--- src/rtl/nibble_streamer.sv ---
// Word-to-nibble serializer with a small input FIFO, driving a read-strobed nibble bus.
// Optional checksum nibble per word when NIBBLE_STREAMER_CHECKSUM_EN is defined.
module nibble_streamer #(
  parameter int NIBBLES = 2,
  parameter int GAP     = 1,
  parameter int DEPTH   = 4
) (
  input  logic                   clk,
  input  logic                   reset,
  input  logic                   in_valid,
  output logic                   in_ready,
  input  logic [4*NIBBLES-1:0]   in_data,
  output logic [3:0]             nibble,
  output logic                   read,
  output logic                   busy
);

  localparam int DATA_W = 4 * NIBBLES;
  localparam int PTR_W  = $clog2(DEPTH);
  localparam int CNT_W  = PTR_W + 1;
  localparam int GAP_W  = (GAP > 1) ? $clog2(GAP) : 1;
  localparam int NI_W   = (NIBBLES > 1) ? $clog2(NIBBLES) : 1;

  localparam logic [CNT_W-1:0] FULL     = CNT_W'(DEPTH);
  localparam logic [GAP_W-1:0] GAP_LAST = GAP_W'((GAP > 0) ? GAP - 1 : 0);
  localparam logic [NI_W-1:0]  NIB_LAST = NI_W'(NIBBLES - 1);

`ifdef NIBBLE_STREAMER_CHECKSUM_EN
  typedef enum logic [2:0] {ST_IDLE, ST_SETUP, ST_STROBE, ST_GAP, ST_CSUM} state_t;
`else
  typedef enum logic [1:0] {ST_IDLE, ST_SETUP, ST_STROBE, ST_GAP} state_t;
`endif

  state_t state, state_d;

  logic [DATA_W-1:0] mem [DEPTH];
  logic [DATA_W-1:0] head;
  logic [DATA_W-1:0] sreg;
  logic [PTR_W-1:0]  wr_ptr, rd_ptr;
  logic [CNT_W-1:0]  count;
  logic [NI_W-1:0]   nib_idx;
  logic [GAP_W-1:0]  gap_cnt;
  logic [3:0]        nibble_q;
  logic              read_q;
  logic              busy_q;

  logic push, pop, adv, nib_done, last_nib;

`ifdef NIBBLE_STREAMER_CHECKSUM_EN
  logic       csum_load;
  logic       csum_phase;
  logic [3:0] acc;
`endif

  assign in_ready = (count != FULL);
  assign push     = in_valid && in_ready;
  assign head     = mem[rd_ptr];
  assign last_nib = (nib_idx == NIB_LAST);

  assign nibble = nibble_q;
  assign read   = read_q;
  assign busy   = busy_q;

  always_comb begin
    state_d  = state;
    pop      = 1'b0;
    adv      = 1'b0;
    nib_done = 1'b0;
`ifdef NIBBLE_STREAMER_CHECKSUM_EN
    csum_load = 1'b0;
`endif
    case (state)
      ST_IDLE: begin
        if (count != '0) begin
          pop     = 1'b1;
          state_d = ST_SETUP;
        end
      end
      ST_SETUP:  state_d = ST_STROBE;
      ST_STROBE: begin
        if (GAP == 0) nib_done = 1'b1;
        else          state_d  = ST_GAP;
      end
      ST_GAP: begin
        if (gap_cnt == GAP_LAST) nib_done = 1'b1;
      end
`ifdef NIBBLE_STREAMER_CHECKSUM_EN
      ST_CSUM:   state_d = ST_STROBE;
`endif
      default:   state_d = ST_IDLE;
    endcase

    // A finished nibble either advances within the word or closes it out.
    if (nib_done) begin
`ifdef NIBBLE_STREAMER_CHECKSUM_EN
      if (csum_phase) begin
        state_d = ST_IDLE;
      end else if (!last_nib) begin
        adv     = 1'b1;
        state_d = ST_SETUP;
      end else begin
        csum_load = 1'b1;
        state_d   = ST_CSUM;
      end
`else
      if (!last_nib) begin
        adv     = 1'b1;
        state_d = ST_SETUP;
      end else begin
        state_d = ST_IDLE;
      end
`endif
    end
  end

  // FIFO storage and word shift register carry data only, so they are not reset.
  always_ff @(posedge clk) begin
    if (push) mem[wr_ptr] <= in_data;
    if (pop)      sreg <= head >> 4;
    else if (adv) sreg <= sreg >> 4;
  end

  always_ff @(posedge clk) begin
    if (reset) begin
      state    <= ST_IDLE;
      wr_ptr   <= '0;
      rd_ptr   <= '0;
      count    <= '0;
      nib_idx  <= '0;
      gap_cnt  <= '0;
      nibble_q <= '0;
      read_q   <= 1'b0;
      busy_q   <= 1'b0;
    end else begin
      state <= state_d;
      if (push) wr_ptr <= wr_ptr + PTR_W'(1);
      if (pop)  rd_ptr <= rd_ptr + PTR_W'(1);
      case ({push, pop})
        2'b10:   count <= count + CNT_W'(1);
        2'b01:   count <= count - CNT_W'(1);
        default: count <= count;
      endcase
      gap_cnt <= (state == ST_GAP) ? gap_cnt + GAP_W'(1) : '0;
      if (pop) begin
        nib_idx  <= '0;
        nibble_q <= head[3:0];
      end else if (adv) begin
        nib_idx  <= nib_idx + NI_W'(1);
        nibble_q <= sreg[3:0];
      end
`ifdef NIBBLE_STREAMER_CHECKSUM_EN
      else if (csum_load) begin
        nibble_q <= acc;
      end
`endif
      read_q <= (state_d == ST_STROBE);
      busy_q <= (state != ST_IDLE) || (count != '0);
    end
  end

`ifdef NIBBLE_STREAMER_CHECKSUM_EN
  // Running mod-16 sum of the nibbles placed on the bus for the current word.
  always_ff @(posedge clk) begin
    if (reset) begin
      csum_phase <= 1'b0;
      acc        <= '0;
    end else begin
      if (pop) begin
        csum_phase <= 1'b0;
        acc        <= head[3:0];
      end else begin
        if (adv)                     acc <= acc + sreg[3:0];
        else if (state == ST_IDLE)   acc <= '0;
        if (csum_load) csum_phase <= 1'b1;
      end
    end
  end
`endif

endmodule

--- config.mk ---
export PLATFORM = sky130hd
export DESIGN_NAME = nibble_streamer
export DESIGN_NICKNAME = d
export VERILOG_FILES = /design/src/rtl/nibble_streamer.sv
export SDC_FILE = /design/constraint.sdc
export NUM_CORES = 1
export LEC_CHECK = 0
export CORE_MARGIN = 1.5
export CORE_UTILIZATION = 44
export DETAILED_ROUTE_END_ITERATION = 10
export GPL_ROUTABILITY_DRIVEN = 0
export PLACE_DENSITY = 0.68
export SLEW_MARGIN = 25
export SYNTH_ARGS = -nofsm -noshare
export SYNTH_HDL_FRONTEND = slang
export SYNTH_SLANG_ARGS = --single-unit
--- constraint.sdc ---
create_clock -name clk -period 4.15 [get_ports clk]
set_input_delay 0.83 -clock clk [delete_from_list [all_inputs] [get_ports clk]]
set_output_delay 0.83 -clock clk [all_outputs]
set_load 0.1 [all_outputs]
==> results of run 1 <==
==> metal layers <==
| metal | track usage (%) | part of all wire [%] | routed length (microns) | vias up |
|---|---|---|---|---|
| li1 | - | - | - | 565 |
| met1 | 18.72 | 46 | 1551 | 569 |
| met2 | 23.62 | 49 | 1646 | 18 |
| met3 | 4.664 | 3.4 | 115 | 7 |
| met4 | 5.967 | 1.7 | 59 | 0 |
| met5 | 0 | 0 | 0 | - |
==> synthesized netlist by cell type, drive strengths merged (2+ instances only) <==
library cell  count  area [sq um]
edfxtp           36          1081
dfxtp            19         380.4
a21oi             9         48.80
inv               8         30.03
mux4              8         180.2
and3              6         42.54
nor2              6         22.52
o21ai             6         30.03
ha                5         62.56
and2              4         25.02
buf               4         23.77
mux2i             4         40.04
o2bb2ai           4         35.03
a21o              3         22.52
clkbuf            2         8.750
nand3             2         10.01
nor2b             2         12.51
nor3              2         21.27
or2               2         12.51
or3               2         13.77
xor2              2         17.52
==> registers in the layout, indices dropped and copies added (netlist names), named ones only <==
signal,count
mem,32
nibble,4
sreg,4
count,3
rd_ptr,2
wr_ptr,2
busy,1
gap_cnt,1
last_nib,1
read,1
state,1
==> power breakdown <==
part / total, mW / switching, mW / internal, mW / leakage (nW)
clock: 0.296 / 0.161 / 0.135 / 0.0482
sequential: 0.786 / 0.0815 / 0.704 / 0.488
combinational: 0.614 / 0.388 / 0.226 / 0.315
==> final cells by class <==
cell class | instances | area [sq um]
sequential | 55 | 1461
clock buffer | 7 | 86.33
timing repair buffer | 17 | 170.2
multi-input combinational | 74 | 668.1
clock inverter | 1 | 5.005
tap | 67 | 83.83
fill | 413 | 2250
inverter | 8 | 30.03
==> worst reg2reg max path: stages, from the launching register on <==
cell     delay [ns]
dfxtp_1        0.37
or2_2          0.36
nor2_1         0.32
ha_1           0.28
inv_1          0.06
fa_1           0.37
xor2_1         0.16
or3_2          0.41
a21oi_1        0.17
==> cells by family after synthesis <==
group                    count (synthesis)
flip-flops                              55
AO/OA/AOI/OAI                           23
XOR/XNOR                                 2
adder cells (fa/ha/maj)                  6
multiplexers                            13
buffers and inverters                   14
AND/OR/NAND/NOR                         30
==> layout by cell type (no fill, tap or decap) <==
| cell type | n |
|---|---|
| edfxtp_1 | 36 |
| dfxtp_1 | 19 |
| clkdlybuf4s50_1 | 17 |
| inv_1 | 8 |
| mux4_2 | 8 |
| a21oi_1 | 8 |
| nor2_1 | 6 |
| o21ai_0 | 6 |
| clkbuf_8 | 6 |
| ha_1 | 5 |
| and3_2 | 4 |
| mux2i_1 | 4 |
| o2bb2ai_1 | 4 |
| and2_1 | 4 |
| a21o_1 | 3 |
| or2_2 | 2 |
| nor2b_1 | 2 |
| nand3_1 | 2 |
| xor2_1 | 2 |
| and3_1 | 2 |
| nor3_4 | 1 |
| and4bb_2 | 1 |
| or3b_1 | 1 |
| nand2_1 | 1 |
| nor3_1 | 1 |
| nor3b_1 | 1 |
| mux2_2 | 1 |
| or3_1 | 1 |
| a211oi_1 | 1 |
| a21oi_2 | 1 |
| or3_2 | 1 |
| fa_1 | 1 |
| clkbuf_1 | 1 |
| clkinv_2 | 1 |
==> worst max path at each step <==
stage | start | to
after CTS | count[0] | in_ready
after global placement | in_valid | count[2]
after global routing | count[0] | in_ready
after detailed placement | in_valid | count[2]
after floorplan | in_valid | count[2]
final | count[0] | in_ready
==> per-stage QoR <==
stage                     instances  util (%)
after floorplan                 143         -
after global placement          221     50.76
after detailed placement        221     50.76
after CTS                       229     52.68
after global routing            229     52.68
final                           229     52.68
==> flow_metrics.tcl, run 1 <==
set metrics [dict create \
    synth_xor_area_share_pct 0.7991 \
    cp.required_ns 3.32 \
    core-area_sq_um 4755 \
    place_ws_ns 1.191 \
    synth_top_family_by_area "multiplexers" \
    vias 1159 \
    hold_end "nibble[2]" \
    rsz0062_at_grt "no" \
    drive_above_1_share_pct 16.05 \
    crit_family "buffers and inverters" \
    powerDensity_nw_per_um2 677.1 \
    crit_arrival_ns 2.26 \
    tightest_slew_ns 0.9625 \
    finalMaxSlewViolations 0 \
    cts_tree "built" \
    r2r_cells 8 \
    synth_fa_ha_area_share_pct 3.767 \
    final_antenna_net_count 0 \
    r2r-end "count[2]" \
    maxCapViolCount 0 \
    clk_pin_slew_ns 0.09 \
    insertedDiodeCount 0 \
    synthDistinctLibCells 35 \
    hp-start "nibble[2]" \
    setup-violations-final 0 \
    layout_min_cycle_time_ns 3.094 \
    setup_tns_ns 0 \
    synthSimpleGateAreaFrac_pct 8.790 \
    drc 0 \
    cts-htree-levels 2 \
    grt_first_pass_wirelength_microns 5809 \
    whs_ns 0.5351 \
    avgSynthCellArea_sq_um 15.33 \
    area_growth_pct 14.27 \
    first_pass_iters 4 \
    detail_route.wl_per_cell_microns 14.73 \
    wl_microns 3373 \
    crit_type "register to primary output" \
    yosysSeqAreaShare_pct 66.67 \
    cts_root_buffer "clkbuf_8" \
    final-hold-violation-count 0 \
    post_cts_resize_count 0 \
    postPlaceCellArea_sq_um 2414 \
    final_area_sq_um 2505 \
    synthCells 143 \
    fin_nets 178 \
    rrSetupSlack_ns 1.56 \
    irDropWorstVdd_mv 0.3140 \
    fin_skew_ns 0.003072 \
    start_kind "register" \
    synth.cell_area_sq_um 2192 \
    hold_buffers 0 \
    dp_hpwl_microns 2386 \
    die_x_microns 73.59 \
    outcome "finished clean" \
    power_mw 1.696 \
    relSlewSlack_pct 35.63 \
    port_buffers 17 \
    syn-num-nets 160 \
    floorplan.rows 25 \
    clk_path_buf_depth 2 \
    hp-class "register to register" \
    synth_seq_cells 55 \
    hold_depth 2 \
    leakagePower_nw 0.8512 \
    fmax_ghz 0.3232 \
    vias_per_cell 5.061 \
    crit_slowest_cell "clkdlybuf4s50_1" \
    cts_setup_buffers 0 \
    synth_top_flop_cell "edfxtp_1" \
    worst_skew_pair.late_latency_ns 0.30 \
    dieArea_sq_um 5415 \
    grt_pass1_vias 1165 \
    synth-compound-area-share_pct 6.564 \
    ys_async_sr_fraction_pct 0 \
    cts_num_sinks 55 \
    end_kind "primary output" \
    io_pins 18 \
    path_cells "or3b_1 > clkdlybuf4s50_1" \
    initial_core_util_pct 46.11 \
    grt_use_total_pct 14.78 \
    first_iter_violations 35 \
    critPathMaxStageDelay_ns 1.19 \
    finalCritPeriodShare_pct 74.55 \
    ys_warn_count 0 \
    die_h_microns 73.59 \
    grt_max_degree 17 \
    antenna_found_initial 0 \
    crit_cells 2 \
    synth_edf_count 36 \
    path_buf_inv 1 \
    worst_slack_ns 1.056 \
    synth.mux.area_fraction_pct 10.56 \
    critical_path.max_fanout 10 \
    grt_overflow 0 \
    cts_inserted_buffers 5 \
]
Power figures use the tool's default switching activity.
==> inputs of run 2 (changes only) <==
--- a/config.mk
+++ b/config.mk
@@ -9,7 +9,7 @@
 export CORE_UTILIZATION = 44
 export DETAILED_ROUTE_END_ITERATION = 10
 export GPL_ROUTABILITY_DRIVEN = 0
-export PLACE_DENSITY = 0.68
+export PLACE_DENSITY = 0.71
 export SLEW_MARGIN = 25
 export SYNTH_ARGS = -nofsm -noshare
 export SYNTH_HDL_FRONTEND = slang
==> constraint.sdc (replaced) <==
create_clock -name clk -period 2.5 [get_ports clk]
set_input_delay 0.5 -clock clk [delete_from_list [all_inputs] [get_ports clk]]
set_output_delay 0.5 -clock clk [all_outputs]
set_load 0.1 [all_outputs]
==> run 2 against run 1 <==
Clock power rose by 66%. Combinational power up 71%. Worst hold slack got worse by 0.023 ns. Critical path depth up 6. Routed wire length is 4.4% higher. Worst setup slack worse by 0.94 ns. Via count up 2.3%. Sequential share of layout area is 0.41 points lower. Global-route usage rose by 0.27 points. Die area did not move.
==> flow_metrics.tcl, run 2 (synthesis gave the netlist of run 1 again) <==
set metrics [dict create \
    fmax_ghz 0.4192 \
    grt_overflow 0 \
    first_pass_iters 4 \
    grt_busiest_layer "met2" \
    final-hold-violation-count 0 \
    dieArea_sq_um 5415 \
    layout_min_cycle_time_ns 2.386 \
    mostFrequentLayoutCells "edfxtp_1 (36), dfxtp_1 (19), buf_4 (11)" \
    grt_pass1_vias 1299 \
    dp_hpwl_microns 2545 \
    initial_core_util_pct 46.11 \
    clk_pin_slew_ns 0.09 \
    vias 1186 \
    cts_root_buffer "clkbuf_8" \
    crit_type "register to register" \
    setup-violations-final 0 \
    rrSetupSlack_ns 0.11 \
    powerDensity_nw_per_um2 1127 \
    area_growth_pct 15.07 \
    crit_arrival_ns 2.61 \
    grt_use_met3_pct 3.841 \
    detail_route.wl_per_cell_microns 15.11 \
    place_ws_ns 0.02092 \
    fin_nets 182 \
    floorplan.rows 25 \
    use_met1_pct 17.56 \
    irDropWorstVdd_mv 0.4969 \
    first_iter_violations 70 \
    r2r_cells 8 \
    grt_use_met2_pct 26.33 \
    fillers 416 \
    core-area_sq_um 4755 \
    crit_slowest_cell "or3_2" \
    whs_ns 0.5121 \
    crit_family "simple AND/OR/NAND/NOR gates" \
    rsz0062_at_grt "no" \
    tightest_slew_ns 0.5310 \
    die_h_microns 73.59 \
    hp-class "register to register" \
    hold_depth 2 \
    fin_skew_ns 0.001698 \
    cp.required_ns 2.73 \
    final_common_cell "edfxtp_1" \
    grt_max_degree 17 \
    worst_skew_pair.late_latency_ns 0.30 \
    hold_end "last_nib" \
    finalMaxSlewViolations 0 \
    drive_above_1_share_pct 22.89 \
    die_x_microns 73.59 \
    finalCritPeriodShare_pct 95.43 \
    postPlaceCellArea_sq_um 2426 \
    maxCapViolCount 0 \
    final-seq-area_sq_um 1461 \
    cts_tree "built" \
    drc 0 \
    cts_setup_buffers 0 \
    setup_tns_ns 0 \
    critPathMaxStageDelay_ns 0.41 \
    leakagePower_nw 0.8771 \
    hold_buffers 0 \
    cts_num_sinks 55 \
    cts-htree-levels 2 \
    insertedDiodeCount 0 \
    r2r-end "count[2]" \
    post_cts_resize_count 0 \
    wl_microns 3521 \
    port_buffers 17 \
    path_buf_inv 1 \
    grt_use_total_pct 15.05 \
    start_kind "register" \
    antenna_found_initial 0 \
    regMostFlops "mem" \
    critical_path.max_fanout 8 \
    vias_per_cell 5.090 \
    hp-start "last_nib" \
    io_pins 18 \
    grt_first_pass_wirelength_microns 5989 \
    outcome "finished clean" \
    worst_slack_ns 0.1143 \
    final_antenna_net_count 0 \
    clk_path_buf_depth 2 \
    end_kind "register" \
    final_area_sq_um 2522 \
    utilization_pct 53.05 \
    path_cells "or2_2 > nor2_2 > ha_1 > inv_1 > fa_1 > xor2_1 > or3_2 > a21oi_1" \
    cts_inserted_buffers 5 \
    relSlewSlack_pct 64.55 \
    multiInputGateArea_sq_um 670.6 \
    largest_register_ffs 32 \
]
## run 2: cell types whose count changed in the layout (fill, tap and decap cells not counted), sizes merged
cell,delta
buf,+11
clkdlybuf4s50,-7
clkbuf,-1
clkinvlp,+1
## run 2: routing by layer
metal  vias to the layer above  share of wire [%]
met2                        23                 53
met5                         -                  0
li1                        575                  -
met3                         5                3.7
met1                       583                 42
met4                         0                1.2
## run 2: how the worst max path moves through the flow
stage / from / endpoint / slack [ns] / depth (start not counted)
2_1_floorplan: count[2] / count[2] / 0.14 / 9
3_3_place_gp: in_valid / count[2] / 0.16 / 8
3_5_place_dp: in_valid / count[2] / 0.02 / 8
4_1_cts: register / count[2] / 0.07 / 8
5_1_grt: register / count[2] / 0.03 / 8
6_report: register / count[2] / 0.11 / 8
## run 2: area by class of cell
cell class                      count  area share (%)
Tap cell                           67           3.323
Clock buffer                        6           3.274
Timing Repair Buffer               21           7.242
Inverter                            8           1.190
Sequential cell                    55           57.94
Multi-Input combinational cell     74           26.59
Clock inverter                      2          0.4464
## run 2: through the flow
| step | cells | power [mW] |
|---|---|---|
| 4_1_cts | 233 | 2.863 |
| 5_1_grt | 233 | 2.996 |
| 3_3_place_gp | 225 | 2.320 |
| 3_5_place_dp | 225 | 2.378 |
| 2_1_floorplan | 143 | 2.124 |
| 6_report | 233 | 2.842 |
## run 2: where the power goes
group | switching, mW | internal [mW] | total, mW | leakage, nW
sequential | 0.136 | 1.17 | 1.31 | 0.488
combinational | 0.662 | 0.384 | 1.05 | 0.344
clock | 0.269 | 0.221 | 0.491 | 0.0449
## run 2: worst min-delay path, delay by kind of cell (launching register included)
kind           cells  cell delay (ns)
flip-flops         1             0.34
AO/OA/AOI/OAI      2             0.13
==> inputs of run 3 (changes only) <==
--- a/config.mk
+++ b/config.mk
@@ -9,7 +9,7 @@
 export CORE_UTILIZATION = 44
 export DETAILED_ROUTE_END_ITERATION = 10
 export GPL_ROUTABILITY_DRIVEN = 0
-export PLACE_DENSITY = 0.71
+export PLACE_DENSITY = 0.68
 export SLEW_MARGIN = 25
 export SYNTH_ARGS = -nofsm -noshare
 export SYNTH_HDL_FRONTEND = slang
==> constraint.sdc (replaced) <==
create_clock -name clk -period 3 [get_ports clk]
set_input_delay 0.6 -clock clk [delete_from_list [all_inputs] [get_ports clk]]
set_output_delay 0.6 -clock clk [all_outputs]
set_load 0.1 [all_outputs]
==> run 3 against run 2 <==
Clock-buffer cell count fell by 1. Sequential power fell by 17%. Clock skew rose by 0.0042 ns. Die area did not move.
==> flow_metrics.tcl, run 3 (synthesis gave the netlist of run 1 again) <==
set metrics [dict create \
    area_growth_pct 14.21 \
    grt_max_degree 17 \
    r2r_cells 8 \
    outcome "finished clean" \
    final-hold-violation-count 0 \
    io_pins 18 \
    hp-start "last_nib" \
    insertedDiodeCount 0 \
    fillers 399 \
    vias 1171 \
    worst_slack_ns 0.4934 \
    post_cts_resize_count 0 \
    relSlewSlack_pct 62.95 \
    maxCapViolCount 0 \
    leakagePower_nw 0.8689 \
    mostFrequentLayoutCells "edfxtp_1 (36), dfxtp_1 (19), clkdlybuf4s50_1 (10)" \
    die_x_microns 73.59 \
    worst_skew_pair.late_latency_ns 0.30 \
    dp_hpwl_microns 2637 \
    cts_tree "built" \
    port_buffers 17 \
    floorplan.rows 25 \
    cp.required_ns 3.22 \
    finalCritPeriodShare_pct 83.55 \
    detail_route.wl_per_cell_microns 15.62 \
    end_kind "register" \
    dieArea_sq_um 5415 \
    drive_above_1_share_pct 20.37 \
    hold_depth 2 \
    cts_num_sinks 55 \
    core-area_sq_um 4755 \
    crit_arrival_ns 2.73 \
    grt_overflow 0 \
    clk_path_buf_depth 2 \
    irDropWorstVdd_mv 0.3718 \
    critical_path.max_fanout 8 \
    final_common_cell "edfxtp_1" \
    hold_end "last_nib" \
    cts-htree-levels 2 \
    grt_pass1_vias 1212 \
    final-seq-area_sq_um 1461 \
    hold_buffers 0 \
    clk_pin_slew_ns 0.09 \
    first_iter_violations 94 \
    powerDensity_nw_per_um2 957.4 \
    cts_root_buffer "clkbuf_8" \
    initial_core_util_pct 46.11 \
    multiInputGateArea_sq_um 668.1 \
    first_pass_iters 4 \
    layout_min_cycle_time_ns 2.507 \
    largest_register_ffs 32 \
    die_h_microns 73.59 \
    fin_nets 178 \
    critPathMaxStageDelay_ns 0.40 \
    rrSetupSlack_ns 0.49 \
    crit_slowest_cell "or3_2" \
    tightest_slew_ns 0.5540 \
    grt_use_total_pct 15.48 \
    path_cells "or2_2 > nor2_1 > ha_1 > inv_1 > fa_1 > xor2_1 > or3_2 > a21oi_1" \
    power_mw 2.397 \
    drc 0 \
    regMostFlops "mem" \
    place_ws_ns 0.3179 \
    final_antenna_net_count 0 \
    vias_per_cell 5.114 \
    fin_skew_ns 0.005856 \
    fmax_ghz 0.3989 \
    antenna_found_initial 0 \
    crit_type "register to register" \
    hp-class "register to register" \
    start_kind "register" \
    rsz0062_at_grt "no" \
    finalMaxSlewViolations 0 \
    cts_inserted_buffers 5 \
    r2r-end "count[2]" \
    setup-violations-final 0 \
    cts_setup_buffers 0 \
    grt_first_pass_wirelength_microns 5844 \
    wl_microns 3577 \
    setup_tns_ns 0 \
]
-- run 3: final cells by class --
cell class,instances,share of cell area [%]
timing repair buffer,17,6.097
clock inverter,3,1.549
sequential,55,58.37
tap,67,3.348
inverter,8,1.199
multi-input combinational,74,26.69
clock buffer,5,2.749
-- run 3: worst max-delay path, delay by kind of cell (launching register included) --
family / cells / cell delay, ns
and+or+nand+nor: 3 / 1.06
adders and majority gates: 2 / 0.62
DFF: 1 / 0.37
buffers and inverters: 1 / 0.06
xor gates and xnor gates: 1 / 0.16
AOI/OAI and AO/OA: 1 / 0.15
-- run 3: how the worst max path moves through the flow --
stage | to
CTS | count[2]
detailed placement | count[2]
floorplan | count[2]
finish | count[2]
global route | count[2]
global placement | count[2]
-- run 3: metal layers --
layer,track usage [%],up-vias,share of wire (%)
met5,0,-,0
met4,5.556,0,1.5
met3,4.938,6,3.0
met2,27.33,16,53
met1,17.49,583,43
li1,-,566,-
-- run 3: stage by stage --
| step | std cells | instance area [sq um] | hold slack (ns) | util [%] |
|---|---|---|---|---|
| 2_1_floorplan | 143 | 2192 | 0.4684 | - |
| 3_3_place_gp | 221 | 2396 | 0.5001 | 50.39 |
| 3_5_place_dp | 221 | 2396 | 0.5156 | 50.39 |
| 4_1_cts | 229 | 2504 | 0.5281 | 52.66 |
| 5_1_grt | 229 | 2504 | 0.5439 | 52.66 |
| 6_report | 229 | 2504 | 0.5255 | 52.66 |
-- run 3: power breakdown --
part	leakage, nW	internal [mW]	total (mW)	switching (mW)
Sequential	0.488	0.974	1.09	0.113
Combinational	0.325	0.300	0.841	0.541
Clock	0.0556	0.245	0.468	0.224
